[config.mk]
export PLATFORM = sky130hd
export DESIGN_NAME = outport_arbiter_flat
export DESIGN_NICKNAME = d
export VERILOG_FILES = /design/src/rtl/outport_arbiter_if.sv /design/src/rtl/outport_arbiter.sv /design/src/flat_wrapper.sv
export SDC_FILE = /design/constraint.sdc
export NUM_CORES = 1
export LEC_CHECK = 0
export CAP_MARGIN = 20
export CORE_MARGIN = 4
export CORE_UTILIZATION = 50
export DETAILED_ROUTE_END_ITERATION = 6
export PLACE_DENSITY = 0.79
export RECOVER_POWER = 50
export SLEW_MARGIN = 20
export SYNTH_ARGS = -nofsm -noshare
export SYNTH_HDL_FRONTEND = slang
export SYNTH_SLANG_ARGS = --single-unit
[constraint.sdc]
create_clock -name clk -period 8.4 [get_ports clk]
set_input_delay 1.26 -clock clk [delete_from_list [all_inputs] [get_ports clk]]
set_output_delay 1.26 -clock clk [all_outputs]
set_load 0.005 [all_outputs]
[src/rtl/outport_arbiter_if.sv]
// Handshake bundle between the five input FIFOs, the output port arbiter
// and the crossbar / output FIFO it controls.
// Vector bit order: bit0=L, bit1=N, bit2=E, bit3=W, bit4=S.
interface outport_arbiter_if;
  logic [4:0] req;        // input i has a head flit routed to this output
  logic [4:0] tail;       // head flit of input i is a tail flit
  logic       out_ready;  // output FIFO can accept a flit this cycle
  logic [4:0] grant;      // one-hot owner of the output, or zero
  logic [2:0] sel;        // binary index of the owner (crossbar select)
  logic [4:0] rd_en;      // pop strobes to the input FIFOs
  logic       out_valid;  // write strobe to the output FIFO
  logic       busy;       // output is locked to a packet

  // Request side: input FIFOs and downstream flow control
  modport master (
    output req, tail, out_ready,
    input  grant, sel, rd_en, out_valid, busy
  );

  // Arbiter side
  modport slave (
    input  req, tail, out_ready,
    output grant, sel, rd_en, out_valid, busy
  );
endinterface

[src/rtl/outport_arbiter.sv]
// Wormhole output-port arbiter for a 5-port mesh router.
// Round-robin picks one requesting input in IDLE; the output then stays
// locked to that input until its tail flit has been transferred.
module outport_arbiter #(
  parameter int unsigned LAST_INIT = 4  // input treated as last-served at reset
) (
  input  logic               clk,
  input  logic               rst,
  outport_arbiter_if.slave   bus_if
);

  typedef enum logic {
    IDLE   = 1'b0,
    LOCKED = 1'b1
  } state_e;

  state_e     state_q, state_d;
  logic [4:0] grant_q, grant_d;
  logic [2:0] sel_q,   sel_d;
  logic       busy_q,  busy_d;
  logic [2:0] last_q,  last_d;

  logic [4:0] rd_en;
  logic [2:0] winner;
  logic       release_now;

  // Round-robin pick: search from (last+1) mod 5 upward with wrap, so the
  // most recently served input has the lowest priority.
  function automatic logic [2:0] rr_pick(input logic [4:0] r, input logic [2:0] last);
    logic [2:0] pick;
    logic       found;
    logic [3:0] cand;
    pick  = last;
    found = 1'b0;
    for (int k = 1; k <= 5; k++) begin
      cand = {1'b0, last} + 4'(k);
      if (cand >= 4'd5) cand = cand - 4'd5;
      if (!found && r[cand[2:0]]) begin
        pick  = cand[2:0];
        found = 1'b1;
      end
    end
    return pick;
  endfunction

  assign winner = rr_pick(bus_if.req, last_q);

  // Pop strobes: grant_q is zero outside LOCKED and during reset, so no
  // pop can ever be issued from IDLE.
  assign rd_en       = grant_q & bus_if.req & {5{bus_if.out_ready}};
  assign release_now = rd_en[sel_q] & bus_if.tail[sel_q];

  // Next-state and next-output decode
  always_comb begin
    // NOTE: every target gets a default before the case so that no path
    // leaves a variable unassigned, which would otherwise infer a latch.
    state_d = state_q;
    grant_d = grant_q;
    sel_d   = sel_q;
    busy_d  = busy_q;
    last_d  = last_q;
    unique case (state_q)
      IDLE: begin
        if (bus_if.req != 5'b0) begin
          grant_d = 5'b00001 << winner;
          sel_d   = winner;
          busy_d  = 1'b1;
          state_d = LOCKED;
        end
      end
      LOCKED: begin
        // Hold the lock across stalls and empty-FIFO gaps; only a tail
        // transfer releases it. sel keeps its value after release.
        if (release_now) begin
          grant_d = 5'b0;
          busy_d  = 1'b0;
          last_d  = sel_q;
          state_d = IDLE;
        end
      end
      default: state_d = IDLE;
    endcase
  end

  // State and registered outputs, asynchronously reset
  always_ff @(posedge clk or posedge rst) begin
    // NOTE: sequential state uses non-blocking assignments so every register
    // samples the pre-edge values regardless of statement order.
    if (rst) begin
      state_q <= IDLE;
      grant_q <= 5'b0;
      sel_q   <= 3'd0;
      busy_q  <= 1'b0;
      last_q  <= 3'(LAST_INIT);
    end else begin
      state_q <= state_d;
      grant_q <= grant_d;
      sel_q   <= sel_d;
      busy_q  <= busy_d;
      last_q  <= last_d;
    end
  end

  assign bus_if.grant     = grant_q;
  assign bus_if.sel       = sel_q;
  assign bus_if.busy      = busy_q;
  assign bus_if.rd_en     = rd_en;
  assign bus_if.out_valid = |rd_en;

endmodule
[src/flat_wrapper.sv]
// flat-port wrapper written by rule: the top's interface ports become plain ports
module outport_arbiter_flat 
#(
  parameter int unsigned LAST_INIT = 4                                          
)
  (clk, rst, bus_if_req, bus_if_tail, bus_if_out_ready, bus_if_grant, bus_if_sel, bus_if_rd_en, bus_if_out_valid, bus_if_busy);
  outport_arbiter_if bus_if_i ();
  input  logic clk;
  input  logic rst;
  input wire logic [$bits(bus_if_i.req)-1:0] bus_if_req;
  input wire logic [$bits(bus_if_i.tail)-1:0] bus_if_tail;
  input wire logic [$bits(bus_if_i.out_ready)-1:0] bus_if_out_ready;
  output wire logic [$bits(bus_if_i.grant)-1:0] bus_if_grant;
  output wire logic [$bits(bus_if_i.sel)-1:0] bus_if_sel;
  output wire logic [$bits(bus_if_i.rd_en)-1:0] bus_if_rd_en;
  output wire logic [$bits(bus_if_i.out_valid)-1:0] bus_if_out_valid;
  output wire logic [$bits(bus_if_i.busy)-1:0] bus_if_busy;
  assign bus_if_i.req = bus_if_req;
  assign bus_if_i.tail = bus_if_tail;
  assign bus_if_i.out_ready = bus_if_out_ready;
  assign bus_if_grant = bus_if_i.grant;
  assign bus_if_sel = bus_if_i.sel;
  assign bus_if_rd_en = bus_if_i.rd_en;
  assign bus_if_out_valid = bus_if_i.out_valid;
  assign bus_if_busy = bus_if_i.busy;
  outport_arbiter #(.LAST_INIT(LAST_INIT)) u_core (.clk(clk), .rst(rst), .bus_if(bus_if_i));
endmodule
# After elaboration in Yosys (flattened, before gate mapping)
# Cells that the tools add are included.
[word_totals]
register_bits = 13
in_bits = 13
out_inout_bits = 15
elab_cells = 83
[classes]
add_sub_neg = 10
order_cmp = 11
n_eq_ne = 2
n_shift = 1
mux = 37
bitwise_logic = 4
reduce_logical = 13
[op_table]
columns = ["op", "n"]
rows = [
  ["$mux W3", 10],
  ["$lt A3 B4 Y1 const B", 6],
  ["$bmux W1 S3", 7],
  ["$ge A4 B3 Y1 const B", 5],
  ["$mux W1", 15],
  ["$sub A3 B3 Y3 const B", 5],
  ["$and A5 B5 Y5", 2],
  ["$mux W5", 2],
  ["$pmux W5 S2", 1],
  ["$add A3 B2 Y4 const B", 2],
  ["$add A3 B3 Y4 const B", 2],
  ["$reduce_and A2 Y1", 3],
  ["$reduce_bool A5 Y1", 1],
  ["$reduce_or A5 Y1", 1],
  ["$shl A1 B3 Y5 const A", 1],
  ["$add A3 B1 Y4 const B", 1],
  ["$logic_and A1 B1 Y1", 4],
  ["$logic_not A1 Y1", 4],
  ["$pmux W1 S2", 2],
  ["$ne A2 B1 Y1 const B", 1],
  ["$ne A2 B2 Y1 const B", 1],
  ["$and A1 B1 Y1", 1],
  ["$not A1 Y1", 1],
]

# Depth between registers and ports, before layout
# Gate-level depths: netlist of run 1.
[depth]
ltp_word = 21
ltp_mapped = 14
ltp_nobuf = 13

# Least setup slack after synthesis of run 1
# Ideal clock, no wire load.
[synth_path]
kind = "register to register"
from = "register u_core.last_q[0]"
to = "register u_core.grant_q[0] (netlist: u_core.bus_if.grant[0])"
setup_time_ps = 95
arrival_time_ps = 3318
slack_ps = 4987
path_stages_with_launch = 13
cell_sequence = "dfrtp_1 buf_6 inv_1 ha_1 inv_1 fa_1 or4_4 a2111oi_4 nor2_2 o32a_1 a31oi_2 o21ai_2 o31ai_1"
[synth_via]
elab_chain_cells = 21
elab_cells_between_ends = 50
classes_between = "add/sub (10); order compare (5); shift (1); mux (26); reduce/logical (8)"
[synth_lines]
columns = ["item", "line_no", "source"]
rows = [
  ["start: declaration", "outport_arbiter.sv:21", "logic [2:0] last_q, last_d;"],
  ["start signal: assignment", "outport_arbiter.sv:94", "last_q <= 3'(LAST_INIT);"],
  ["start signal: assignment", "outport_arbiter.sv:100", "last_q <= last_d;"],
  ["$add A3 B1 Y4", "outport_arbiter.sv:36", "cand = {1'b0, last} + 4'(k);"],
  ["$ge A4 B3 Y1 / $sub A3 B3 Y3 (equally long branches)", "outport_arbiter.sv:37", "if (cand >= 4'd5) cand = cand - 4'd5;"],
  ["$mux W3", "outport_arbiter.sv:37", ""],
  ["$bmux W1 S3", "outport_arbiter.sv:38", "if (!found && r[cand[2:0]]) begin"],
  ["$mux W1 (not written as such)", "outport_arbiter.sv:38", ""],
  ["$mux W1", "outport_arbiter.sv:38", ""],
  ["$logic_not A1 Y1", "outport_arbiter.sv:38", ""],
  ["$logic_and A1 B1 Y1", "outport_arbiter.sv:38", ""],
  ["[5 not listed]", "--", ""],
  ["$logic_and A1 B1 Y1", "outport_arbiter.sv:38", ""],
  ["$mux W1", "outport_arbiter.sv:38", ""],
  ["$logic_not A1 Y1", "outport_arbiter.sv:38", ""],
  ["$logic_and A1 B1 Y1", "outport_arbiter.sv:38", ""],
  ["$mux W3 *", "outport_arbiter.sv:38", ""],
  ["$shl A1 B3 Y5 *", "outport_arbiter.sv:65", "grant_d = 5'b00001 << winner;"],
  ["$mux W5 *", "outport_arbiter.sv:64", "if (bus_if.req != 5'b0) begin"],
  ["$pmux W5 S2 *", "outport_arbiter.sv:62", "unique case (state_q)"],
  ["end signal: assignment", "outport_arbiter.sv:97", "grant_q <= grant_d;"],
  ["end: declaration", "outport_arbiter.sv:18", "logic [4:0] grant_q, grant_d;"],
]
# Mark *: on every way between the ends. The rest lies on a longest branch, timed or not. The select of a mux whose other input is x is not followed.
# A chain may end at the register's enable or synchronous reset.

# Final worst setup path of run 1
[layout_path]
from = "register u_core.last_q[0]"
to = "register u_core.grant_q[3] (netlist: u_core.bus_if.grant[3])"
# Same word-level chain as after synthesis.

==> results of run 1 <==
[critical path, cell delays in order, from the launching register on]
cell and delay [ps]:
sky130_fd_sc_hd__dfrtp_1 320, sky130_fd_sc_hd__buf_4 390, sky130_fd_sc_hd__inv_1 290, sky130_fd_sc_hd__ha_1 810
sky130_fd_sc_hd__clkinv_1 450, sky130_fd_sc_hd__xnor2_2 430, sky130_fd_sc_hd__mux2_4 360, sky130_fd_sc_hd__a32oi_4 240
sky130_fd_sc_hd__nand3_2 160, sky130_fd_sc_hd__a31o_1 230, sky130_fd_sc_hd__and3_4 190, sky130_fd_sc_hd__o31ai_1 280
[layout make-up]
cell class	count	share of cell area, %
clock buffers	4	1.954
inverters	12	1.954
multi-input cells	204	67.16
flip-flops and latches	13	14.17
well taps	50	2.714
repair buffers	28	12.05
[kinds of logic after synthesis]
| kind of cell | Yosys count | share of synthesized area [%] |
|---|---|---|
| AOI/OAI and AO/OA | 73 | 29.86 |
| xor gates and xnor gates | 4 | 2.051 |
| adders and majority gates | 11 | 6.996 |
| buffers and inverters | 26 | 9.650 |
| DFF | 13 | 15.74 |
| muxes | 13 | 7.840 |
| and+or+nand+nor | 103 | 27.87 |
[cell usage after synthesis, types with 3 or more instances]
| master | n | share of area [%] |
|---|---|---|
| sky130_fd_sc_hd__a211oi_1 | 4 | 1.4 |
| sky130_fd_sc_hd__o21ai_2 | 4 | 1.7 |
| sky130_fd_sc_hd__a21oi_1 | 10 | 2.4 |
| sky130_fd_sc_hd__nor3_1 | 9 | 2.2 |
| sky130_fd_sc_hd__o22ai_1 | 4 | 1.2 |
| sky130_fd_sc_hd__and4_2 | 3 | 1.4 |
| sky130_fd_sc_hd__inv_1 | 11 | 2.0 |
| sky130_fd_sc_hd__o21ai_0 | 14 | 3.4 |
| sky130_fd_sc_hd__nand2b_1 | 5 | 1.5 |
| sky130_fd_sc_hd__nand2_1 | 22 | 4.0 |
| sky130_fd_sc_hd__clkbuf_8 | 4 | 2.7 |
| sky130_fd_sc_hd__mux2i_1 | 8 | 3.9 |
| sky130_fd_sc_hd__nand3_1 | 9 | 2.2 |
| sky130_fd_sc_hd__o31ai_1 | 5 | 1.8 |
| sky130_fd_sc_hd__nand4_1 | 5 | 1.5 |
| sky130_fd_sc_hd__nor2_1 | 21 | 3.8 |
| sky130_fd_sc_hd__and3_1 | 5 | 1.5 |
| sky130_fd_sc_hd__dfrtp_1 | 12 | 14 |
| sky130_fd_sc_hd__ha_1 | 10 | 6.0 |
[path summary, 6_finish.rpt]
check	startpoint	end	slack, ps	cells past startpoint
setup / recovery	u_core.last_q[0]$_DFFE_PP0P_	u_core.bus_if.grant[3]$_DFFE_PP0P_	4130	11
hold / removal	u_core.bus_if.grant[0]$_DFFE_PP0P_	u_core.bus_if.grant[0]$_DFFE_PP0P_	520	2
setup reg to reg	u_core.last_q[0]$_DFFE_PP0P_	u_core.bus_if.grant[3]$_DFFE_PP0P_	4130	11
hold reg to reg	u_core.bus_if.grant[0]$_DFFE_PP0P_	u_core.bus_if.grant[0]$_DFFE_PP0P_	520	2
max in group asynchronous	rst	u_core.last_q[2]$_DFFE_PP1P_	6560	2
min in group asynchronous	rst	u_core.last_q[1]$_DFFE_PP0P_	1480	2
[routing by layer]
metal  global-route usage, %  part of all wire (%)  vias up  routed length (um)
met2                   37.41                    48       86                2689
met3                   2.909                   5.2       17                 295
li1                        -                     -      962                   -
met1                   30.92                    44      939                2503
met4                   8.607                   2.6        0                 149
met5                       0                     0        -                   0
[metrics by stage]
| stage | hold slack [ps] | instance area (sq um) |
|---|---|---|
| global placement | 501.5 | 2260 |
| floorplan | 486.4 | 2074 |
| finish | 516.6 | 2305 |
| CTS | 523.9 | 2305 |
| global route | 554.2 | 2305 |
| detailed placement | 496.0 | 2260 |
[state kept, by name, indices dropped and copies added, names as in the netlist]
register and flops:
u_core.last_q 3, u_core.bus_if.sel 3, u_core.state_q 1, u_core.bus_if.grant 5
u_core.bus_if.busy 1
==> flow_summary_export.csv, run 1 <==
group,metric,value,unit
status,outcome,"finished clean",
timing,final-max-slew-violation-count,0,
logic_synthesis,synth_seq_area_share,15.74,%
clock_network,clock-root-buffer,"sky130_fd_sc_hd__clkbuf_8",
run,drv_cap,0,
placed_design,placement.setup.worst_slack,4220,ps
routing,wire_length_reported_by_the_detailed_router,5.638,mm
logic_synthesis,synth_flop_cell,"sky130_fd_sc_hd__dfrtp_1",
die,die_x,72.41,um
logic_synthesis,ys_warnings,0,
logic_synthesis,postSynthRegisterBits,13,
layout,most-common-layout-cells,"22 x sky130_fd_sc_hd__nand2_1, 21 x sky130_fd_sc_hd__nor2_1, 19 x sky130_fd_sc_hd__clkdlybuf4s50_1",
die,placeableCoreArea,4000,sq um
worst_hold_path,kind_of_path_behind_the_tightest_hold_check,"reg2reg",
placed_design,dp_hpwl,4.206,mm
logic_synthesis,async_flop_share,100.0,%
clock_network,post_cts_resize_count,0,
timing,worstMarginPinSlew,665.2,ps
timing,maxClockFrequency,0.2340,GHz
critical_path,critical_path_required,8540,ps
layout,fillers,357,
clock_network,clock_edge_transition_at_the_registers_on_the_reported_setup_and_hold_paths,60,ps
clock_network,cts_tree,"done",
layout,final_core_util,57.62,%
routing,first_pass_iters,4,
critical_path,setup_crit_path_kind,"reg2reg",
routing,vias,2004,
die,die_h,72.41,um
clock_network,cts.sink_count,13,
logic_synthesis,postSynthAreaPerCell,8.537,sq um
die,placement_rows,23,
routing,antenna_violating_nets_post_route,0,
die,ios,28,
layout,area_delta_synth_final,11.10,%
routing,drt-initial-drc-count,190,
clock_network,max-clock-path-buffers,2,
timing,hold_viol,0,
grt,grt_start_max_net_pins,44,
placed_design,finalWeightedCongestion,0.9989,
layout,drive_gt1_share,16.09,%
clock_network,worst_skew_pair.late_latency,250,ps
layout,layout.nets,286,
timing,max-slew-margin-rel,55.36,%
critical_path,startpoint_type,"flip-flop",
timing,setup-tns-final,0,ps
critical_path,data_arrival_time_of_the_critical_path,4410,ps
grt,number_of_global_route_vias_before_repair,1966,
timing,fin_crit_share,50.87,%
grt,gr-usage-all-layers,22.93,%
grt,grt-ovfl-total,0,
logic_synthesis,syn-cell-area,2074,sq um
layout,layout_commonest_cell,"sky130_fd_sc_hd__nand2_1",
clock_network,cts-hold-fix-buffers,0,
timing,finalSetupViolations,0,
routing,number_of_vias_per_cell_after_detailed_routing,6.444,
layout,multi_input_area,1548,sq um
placed_design,placed_cells_incl_taps,307,
layout,fin_cells,311,
timing,final_setup_margin,4127,ps
logic_synthesis,distinct_cell_type_count_after_synthesis,80,
clock_network,h-tree-depth,1,
placed_design,port_buffers,27,
logic_synthesis,synthesis.nets,267,
timing,finClkSkew,4.020,ps
die,dieArea,5243,sq um
timing,grt_setup_unrepaired,"false",
logic_synthesis,synthesis.instances,243,
routing,detail_route.wl_per_cell,18.13,um
clock_network,cts_setup_buffers,0,
grt,antenna_found_initial,0,
timing,final.min_clock_period,4273,ps
critical_path,endpoint_kind,"flip-flop",
routing,route.detailed.drc,0,
layout,antenna_cells_inserted,0,
grt,grt_pass1_wl,9.604,mm
clock_network,cts_made_buffers,3,
layout,register_area,326.6,sq um
logic_synthesis,number_of_flops_mapped_to_enable_cells_by_yosys,0,
die,start_util,51.86,%
critical_path,critical_path.max_fanout,43,
Power of run 1 is not shown: default switching activity piles up to over one toggle a cycle in this logic, so the estimate is an artifact.
==> run 2, diff against run 1 <==
--- a/config.mk
+++ b/config.mk
@@ -9,7 +9,7 @@
 export CORE_MARGIN = 4
 export CORE_UTILIZATION = 50
 export DETAILED_ROUTE_END_ITERATION = 6
-export PLACE_DENSITY = 0.79
+export PLACE_DENSITY = 0.82
 export RECOVER_POWER = 50
 export SLEW_MARGIN = 20
 export SYNTH_ARGS = -nofsm -noshare
==> constraint.sdc (replaced) <==
create_clock -name clk -period 3.5 [get_ports clk]
set_input_delay 0.525 -clock clk [delete_from_list [all_inputs] [get_ports clk]]
set_output_delay 0.525 -clock clk [all_outputs]
set_load 0.005 [all_outputs]
==> flow_summary_export.csv, run 2 (synthesis gave the netlist of run 1 again) <==
group,metric,value,unit
status,outcome,"finished clean",
routing,route.detailed.drc,0,
timing,final-max-slew-violation-count,0,
timing,hold_viol,0,
run,drv_cap,0,
critical_path,critical_path.reg2reg.endpoint,"u_core.bus_if.grant[3]$_DFFE_PP0P_",
die,placement_rows,23,
clock_network,clock-root-buffer,"sky130_fd_sc_hd__clkbuf_8",
timing,setup-tns-final,0,ps
critical_path,startpoint_type,"flip-flop",
placed_design,dp_hpwl,4.618,mm
die,die_h,72.41,um
timing,grt_setup_unrepaired,"false",
layout,drive_gt1_share,24.47,%
clock_network,cts_tree,"done",
die,start_util,51.86,%
grt,antenna_found_initial,0,
clock_network,cts_made_buffers,3,
routing,detail_route.wl_per_cell,18.18,um
layout,layout_commonest_cell,"sky130_fd_sc_hd__nand2_1",
layout,most-common-layout-cells,"22 x sky130_fd_sc_hd__nand2_1, 21 x sky130_fd_sc_hd__nor2_1, 21 x sky130_fd_sc_hd__buf_4",
clock_network,cts-hold-fix-buffers,0,
clock_network,clock_edge_transition_at_the_registers_on_the_reported_setup_and_hold_paths,60,ps
worst_hold_path,hold_depth,2,
layout,largest_register_ffs,5,
critical_path,setup_crit_path_kind,"reg2reg",
routing,antenna_violating_nets_post_route,0,
layout,layout.nets,307,
grt,gr-usage-all-layers,24.29,%
die,dieArea,5243,sq um
timing,worstMarginPinSlew,675.7,ps
layout,antenna_cells_inserted,0,
placed_design,port_buffers,27,
timing,max-slew-margin-rel,54.65,%
grt,grt_start_max_net_pins,43,
timing,finalSetupViolations,0,
routing,wire_length_reported_by_the_detailed_router,6.037,mm
worst_hold_path,timing.hold.worst_endpoint,"u_core.bus_if.busy$_DFFE_PP0P_",
clock_network,cts.sink_count,13,
timing,final.min_clock_period,3287,ps
critical_path,worst-r2r-cell-count,13,
grt,grt_pass1_wl,10.20,mm
timing,fin_crit_share,93.91,%
routing,first_pass_iters,4,
critical_path,crit-reg2reg-launch,"u_core.last_q[1]$_DFFE_PP0P_",
clock_network,h-tree-depth,1,
worst_hold_path,startpoint_of_the_tightest_hold_check_path,"u_core.bus_if.busy$_DFFE_PP0P_",
grt,number_of_global_route_vias_before_repair,2136,
worst_hold_path,kind_of_path_behind_the_tightest_hold_check,"reg2reg",
grt,grt-ovfl-total,0,
layout,area_delta_synth_final,20.81,%
clock_network,max-clock-path-buffers,2,
routing,vias,2095,
die,placeableCoreArea,4000,sq um
critical_path,data_arrival_time_of_the_critical_path,3440,ps
timing,finClkSkew,1.812,ps
die,die_x,72.41,um
critical_path,critical_path_required,3660,ps
critical_path,endpoint_kind,"flip-flop",
critical_path,critical_path.max_fanout,10,
clock_network,worst_skew_pair.late_latency,250,ps
critical_path,timing.reg2reg.setup_slack,210,ps
routing,number_of_vias_per_cell_after_detailed_routing,6.310,
die,ios,28,
routing,drt-initial-drc-count,213,
placed_design,finalWeightedCongestion,0.9130,
timing,maxClockFrequency,0.3042,GHz
run 2: final cells by class:
cell class,instances,area [sq um]
multi-input cells,204,1579
fillers,336,1494
repair buffers,49,447.9
flip-flops and latches,13,326.6
well taps,50,62.56
clock buffers,4,45.04
inverters,12,45.04
run 2: critical path, cell delays in order (launching register included):
cell and delay, ps:
sky130_fd_sc_hd__dfrtp_1 360, sky130_fd_sc_hd__buf_4 210, sky130_fd_sc_hd__ha_1 200, sky130_fd_sc_hd__inv_1 60, sky130_fd_sc_hd__fa_1 380, sky130_fd_sc_hd__or4_4 500, sky130_fd_sc_hd__a2111oi_4 400, sky130_fd_sc_hd__nor2_4 100
sky130_fd_sc_hd__buf_4 150, sky130_fd_sc_hd__o31ai_2 50, sky130_fd_sc_hd__o32a_1 180, sky130_fd_sc_hd__a31oi_2 110, sky130_fd_sc_hd__o32a_2 240, sky130_fd_sc_hd__o31ai_2 220
run 2: repair_timing:
action / CTS / global route
resized for setup: 0 / 8
buffers inserted: 0 / 2
setup endpoints to repair: 0 / 7
endpoints found under the hold margin: 0 / 0
run 2: routing by layer:
layer / global-route usage, % / up-vias / wire length, um
met1: 31.46 / 997 / 2639
li1: - / 998 / -
met5: 0 / - / 0
met3: 2.909 / 13 / 371
met4: 11.07 / 0 / 135
met2: 40.34 / 87 / 2891
run 2: metrics by stage:
stage / setup slack (ps) / instances / utilization, % / hold WS (ps) / instance area, sq um
2_1_floorplan: 86.69 / 243 / - / 401.2 / 2074
6_report: 213.1 / 332 / 62.65 / 527.5 / 2506
3_3_place_gp: 258.5 / 326 / 60.37 / 496.8 / 2415
3_5_place_dp: 90.11 / 326 / 60.37 / 518.9 / 2415
4_1_cts: 85.79 / 330 / 61.50 / 531.2 / 2460
5_1_grt: 32.11 / 332 / 62.65 / 553.3 / 2506
run 2: worst max-delay path by stage:
stage                                             from                            endpoint  slack, ps  depth (start not counted)
after floorplan           u_core.last_q[0]$_DFFE_PP0P_  u_core.bus_if.grant[0]$_DFFE_PP0P_         90                         12
after global placement                   bus_if_req[0]  u_core.bus_if.grant[3]$_DFFE_PP0P_        260                         11
after CTS                 u_core.last_q[0]$_DFFE_PP0P_  u_core.bus_if.grant[0]$_DFFE_PP0P_         90                         11
final                     u_core.last_q[1]$_DFFE_PP0P_  u_core.bus_if.grant[3]$_DFFE_PP0P_        210                         13
after detailed placement  u_core.last_q[0]$_DFFE_PP0P_  u_core.bus_if.grant[0]$_DFFE_PP0P_         90                         11
after global routing      u_core.last_q[1]$_DFFE_PP0P_  u_core.bus_if.grant[0]$_DFFE_PP0P_         30                         11
Power of run 2 is left out for the same reason.
